===== config.mk =====
export PLATFORM = sky130hd
export DESIGN_NAME = dmem_bus_ctrl
export DESIGN_NICKNAME = d
export VERILOG_FILES = /design/src/rtl/dmem_bus_ctrl.sv
export SDC_FILE = /design/constraint.sdc
export NUM_CORES = 1
export LEC_CHECK = 0
export ABC_CLOCK_PERIOD_IN_PS = 1700
export CORE_ASPECT_RATIO = 2
export CORE_MARGIN = 3
export CORE_UTILIZATION = 41
export DETAILED_ROUTE_END_ITERATION = 16
export PLACE_DENSITY = 0.8
export SLEW_MARGIN = 20
export SYNTH_ARGS = -nofsm -noshare
export SYNTH_HDL_FRONTEND = slang
export SYNTH_SLANG_ARGS = --single-unit

===== constraint.sdc =====
create_clock -name clk -period 1.7 [get_ports clk]
set_clock_uncertainty 0.2 [all_clocks]
set_input_delay 0.34 -clock clk [delete_from_list [all_inputs] [get_ports clk]]
set_output_delay 0.34 -clock clk [all_outputs]
set_load 0.05 [all_outputs]

===== src/rtl/dmem_bus_ctrl.sv =====
// Data-memory bus controller: turns single-cycle CPU load/store strobes into a held
// req/ack bus transaction and stalls the CPU until it completes. Optional macro: DMEM_TIMEOUT_EN.
module dmem_bus_ctrl #(
    parameter int                ADDR_W         = 32,
    parameter int                DATA_W         = 32,
    parameter int                TIMEOUT_CYCLES = 255,
    parameter logic [DATA_W-1:0] ERR_RDATA      = DATA_W'(32'hDEAD_BEEF)
) (
    input  logic              clk,
    input  logic              reset,
    input  logic              cpu_memrd,
    input  logic              cpu_memwr,
    input  logic [ADDR_W-1:0] cpu_addr,
    input  logic [DATA_W-1:0] cpu_wdata,
    output logic [DATA_W-1:0] cpu_rdata,
    output logic              cpu_halt,
    output logic              mem_req,
    output logic              mem_we,
    output logic [ADDR_W-1:0] mem_addr,
    output logic [DATA_W-1:0] mem_wdata,
    input  logic              mem_ack,
    input  logic [DATA_W-1:0] mem_rdata,
    output logic              bus_err
);

    typedef enum logic [1:0] {
        IDLE = 2'd0,
        BUSY = 2'd1,
        DONE = 2'd2
    } state_t;

    state_t              state_q, state_d;
    logic                mem_req_q, mem_req_d;
    logic                mem_we_q, mem_we_d;
    logic [ADDR_W-1:0]   mem_addr_q, mem_addr_d;
    logic [DATA_W-1:0]   mem_wdata_q, mem_wdata_d;
    logic [DATA_W-1:0]   cpu_rdata_q, cpu_rdata_d;
    logic                strobe;

`ifdef DMEM_TIMEOUT_EN
    localparam int CNT_W = (TIMEOUT_CYCLES > 1) ? $clog2(TIMEOUT_CYCLES + 1) : 1;
    logic [CNT_W-1:0]    tmo_cnt_q, tmo_cnt_d;
    logic                bus_err_q, bus_err_d;
`else
    // Timeout parameters only matter when the timeout logic is built in.
    logic [DATA_W:0]     unused_cfg;
    assign unused_cfg = {ERR_RDATA, TIMEOUT_CYCLES[0]};
`endif

    // A simultaneous read+write strobe is treated as a write.
    assign strobe = cpu_memrd | cpu_memwr;

    always_comb begin
        state_d     = state_q;
        mem_req_d   = mem_req_q;
        mem_we_d    = mem_we_q;
        mem_addr_d  = mem_addr_q;
        mem_wdata_d = mem_wdata_q;
        cpu_rdata_d = cpu_rdata_q;
        cpu_halt    = 1'b0;
`ifdef DMEM_TIMEOUT_EN
        tmo_cnt_d   = tmo_cnt_q;
        bus_err_d   = bus_err_q;
`endif
        case (state_q)
            IDLE: begin
                cpu_halt = strobe;
                if (strobe) begin
                    state_d     = BUSY;
                    mem_req_d   = 1'b1;
                    mem_we_d    = cpu_memwr;
                    mem_addr_d  = cpu_addr;
                    mem_wdata_d = cpu_wdata;
`ifdef DMEM_TIMEOUT_EN
                    tmo_cnt_d   = '0;
`endif
                end
            end
            BUSY: begin
                cpu_halt = 1'b1;
                if (mem_ack) begin
                    state_d   = DONE;
                    mem_req_d = 1'b0;
                    if (!mem_we_q) begin
                        cpu_rdata_d = mem_rdata;
                    end
                end
`ifdef DMEM_TIMEOUT_EN
                // An ack on the expiry cycle takes priority over the abort.
                else if (tmo_cnt_q == CNT_W'(TIMEOUT_CYCLES - 1)) begin
                    state_d   = DONE;
                    mem_req_d = 1'b0;
                    bus_err_d = 1'b1;
                    if (!mem_we_q) begin
                        cpu_rdata_d = ERR_RDATA;
                    end
                end else begin
                    tmo_cnt_d = tmo_cnt_q + 1'b1;
                end
`endif
            end
            DONE: begin
                // CPU retires here; whatever strobes it still shows are the old access.
                state_d = IDLE;
            end
            default: begin
                state_d = IDLE;
            end
        endcase
    end

    always_ff @(posedge clk) begin
        if (reset) begin
            state_q     <= IDLE;
            mem_req_q   <= 1'b0;
            mem_we_q    <= 1'b0;
            mem_addr_q  <= '0;
            mem_wdata_q <= '0;
            cpu_rdata_q <= '0;
`ifdef DMEM_TIMEOUT_EN
            tmo_cnt_q   <= '0;
            bus_err_q   <= 1'b0;
`endif
        end else begin
            state_q     <= state_d;
            mem_req_q   <= mem_req_d;
            mem_we_q    <= mem_we_d;
            mem_addr_q  <= mem_addr_d;
            mem_wdata_q <= mem_wdata_d;
            cpu_rdata_q <= cpu_rdata_d;
`ifdef DMEM_TIMEOUT_EN
            tmo_cnt_q   <= tmo_cnt_d;
            bus_err_q   <= bus_err_d;
`endif
        end
    end

    assign mem_req   = mem_req_q;
    assign mem_we    = mem_we_q;
    assign mem_addr  = mem_addr_q;
    assign mem_wdata = mem_wdata_q;
    assign cpu_rdata = cpu_rdata_q;
`ifdef DMEM_TIMEOUT_EN
    assign bus_err   = bus_err_q;
`else
    assign bus_err   = 1'b0;
`endif

endmodule


==> metrics.txt <==
I/O Buffers 199; Tot Pwr 6.81 mW; register area share after synthesis 46.9%; Distinct cells, synth 22; Yosys top cell area share 46.9%; WHS 0.204 ns; first-pass GRT wire length 19.3 mm; largest area contributor in the netlist dfxtp_1; die footprint 11700 um^2; max-slew violations 0; root buffer cell clkbuf_16; Synth Cell Area 4260 um^2; io pins 201; Clock transition at path regs 0.06 ns; Main synth FF type dfxtp_1; RSZ-0062 raised after global routing no; synth top area cells dfxtp_1 47%, nand2b_1 19%, mux2i_1 15%; ys async rst share 0%; final estimated routing congestion in global placement 0.782; # diodes 0; initial antenna violation count 0; vias in the first global route 3868; WL final 12.1 mm; CP endpoint kind primary output; TNS Setup 0 ns; Post-synth EDFFs 0; Synth Register Bits 100; Finished Layout Cells 768; clock period minus worst slack 1.67 ns; Critical Path AT 1.13 ns; PD cells 893 nW/um^2; fin crit share 98.0%; maximum vdd drop 670 uV; drt initial violations 105; Num CTS Buffers 9; First-pass DRT Iterations 4; Area Overhead vs Synth 78.7%; Syn. warnings 0; via count 3626; WL/cell 15.8 um; Vias/cell 4.72; Max Cap Viol 0; Antenna Violating Nets Remaining 0; Max Fclk 600 MHz; clk sink count 100; standard-cell rows 52; Die Ht 150 um; clk_lat worst skew 0.34 ns; Commonest cells post-synth 128 x nand2b_1, 100 x dfxtp_1, 66 x nand2_1, 64 x mux2i_1, 26 x a21oi_1; H-tree levels 3; TritonCTS clock tree done; Pleak 3.03 nW; Nets 730; Max Fanout on Critical Path 3; crit path kind in2out; syn avg cell area 9.74 um^2; syn_nets 539; layout cells sized above 1 22.4%; most numerous cell in the Yosys netlist nand2b_1; Setup Viol. Count Final 0; outcome complete, no violations; critical path data required time 1.16 ns; Placed Cells 753; Hold Fails Final Rpt 0; nature of the critical path startpoint input pin; post-DP HPWL 9.59 mm; Starting Density 42.0%; Post-route DRC 0; Post-Syn Instances 438; CORE AREA 10100 um^2; total track usage 20.9%; worst hold path type in2reg; Die W 78.1 um; maximum root-to-sink buffer count 2; GR Overflow Total 0; largest net degree at the start of global routing 42; Layout Utilization 75.1%; # hold bufs at CTS 0
-- cells in the final DEF, fill, tap and decap left out --
master           instances
buf_12                 105
clkinvlp_4               1
a2111oi_0                1
mux2i_1                 64
a21bo_2                  1
nor3_4                   1
clkbuf_16                9
and4bb_1                 1
clkdlybuf4s50_1         97
nand4bb_1                1
conb_1                   1
clkbuf_1                 2
o21ai_0                  1
clkinv_2                 1
bufinv_16                1
nand2b_1               128
a21oi_1                 26
dlygate4sd2_1            2
a21oi_2                  8
nand3b_1                 1
buf_4                   10
nand2_1                 66
nor2_1                   1
nor2_2                   2
clkinv_4                 1
dfxtp_4                  1
dfxtp_1                 99
o21a_4                   1
-- report_power, final --
group | switching [mW] | internal [mW] | leakage (nW)
combinational | 1.02 | 1.10 | 2.07
clock | 0.845 | 1.13 | 0.136
sequential | 0.192 | 2.52 | 0.822
total | 2.05 | 4.75 | 3.03
-- worst paths after layout --
check	startpoint	to	slack (ns)	depth (start not counted)
min reg2reg	cpu_rdata[21]	cpu_rdata[21]	0.29	2
max reg2reg	state_q[1]	mem_wdata[14]	0.16	4
max	cpu_memrd	cpu_halt	0.03	4
min	reset	cpu_rdata[1]	0.20	2
-- kinds of logic (layout without fill, tap and decap cells) --
family | Yosys count | in the layout | share of synthesized area [%]
AND/OR/NAND/NOR | 201 | 201 | 25.8
flip-flops | 100 | 100 | 46.9
multiplexers | 64 | 64 | 15.0
AO/OA/AOI/OAI | 38 | 38 | 5.60
buffers and inverters | 34 | 229 | 6.57
other | 1 | 1 | 0.0879
-- repair_timing --
item	in CTS	in global routing
gates resized for setup	6	1
pin swaps	2	1
cloned	0	0
setup buffers	0	0
endpoints found under the setup margin	1	1
-- sequential cells by signal, summed over array words and instances (netlist names) --
register / flops
mem_req: 1
mem_we: 1
mem_addr: 32
cpu_rdata: 32
state_q: 2
mem_wdata: 32
-- critical path: stages --
cell           delay [ns]
dlygate4sd2_1        0.29
nor3_4               0.25
nor2_2               0.09
buf_12               0.15
-- routing by layer --
layer  wire length (um)  vias up  track usage (%)
met3               1010       26             6.95
met4                315        0             8.93
met5                  0        -                0
met1               4190     1643             20.3
met2               6630      170             39.4
li1                   -     1787                -
-- cell type report --
type / instances / area, um^2
Tap cell: 135 / 169
Multi-Input combinational cell: 304 / 2000
Timing Repair Buffer: 214 / 3170
Sequential cell: 100 / 2010
Clock buffer: 11 / 233
Clock inverter: 4 / 51.3
Fill cell: 669 / 2530
-- through the flow --
step	setup WS [ns]	instance area, um^2
2_1_floorplan	0.0571	4260
3_3_place_gp	-0.131	7320
3_5_place_dp	-0.239	7320
4_1_cts	0.00289	7620
5_1_grt	0.00563	7620
6_report	0.0334	7620
Power figures use the tool's default switching activity.
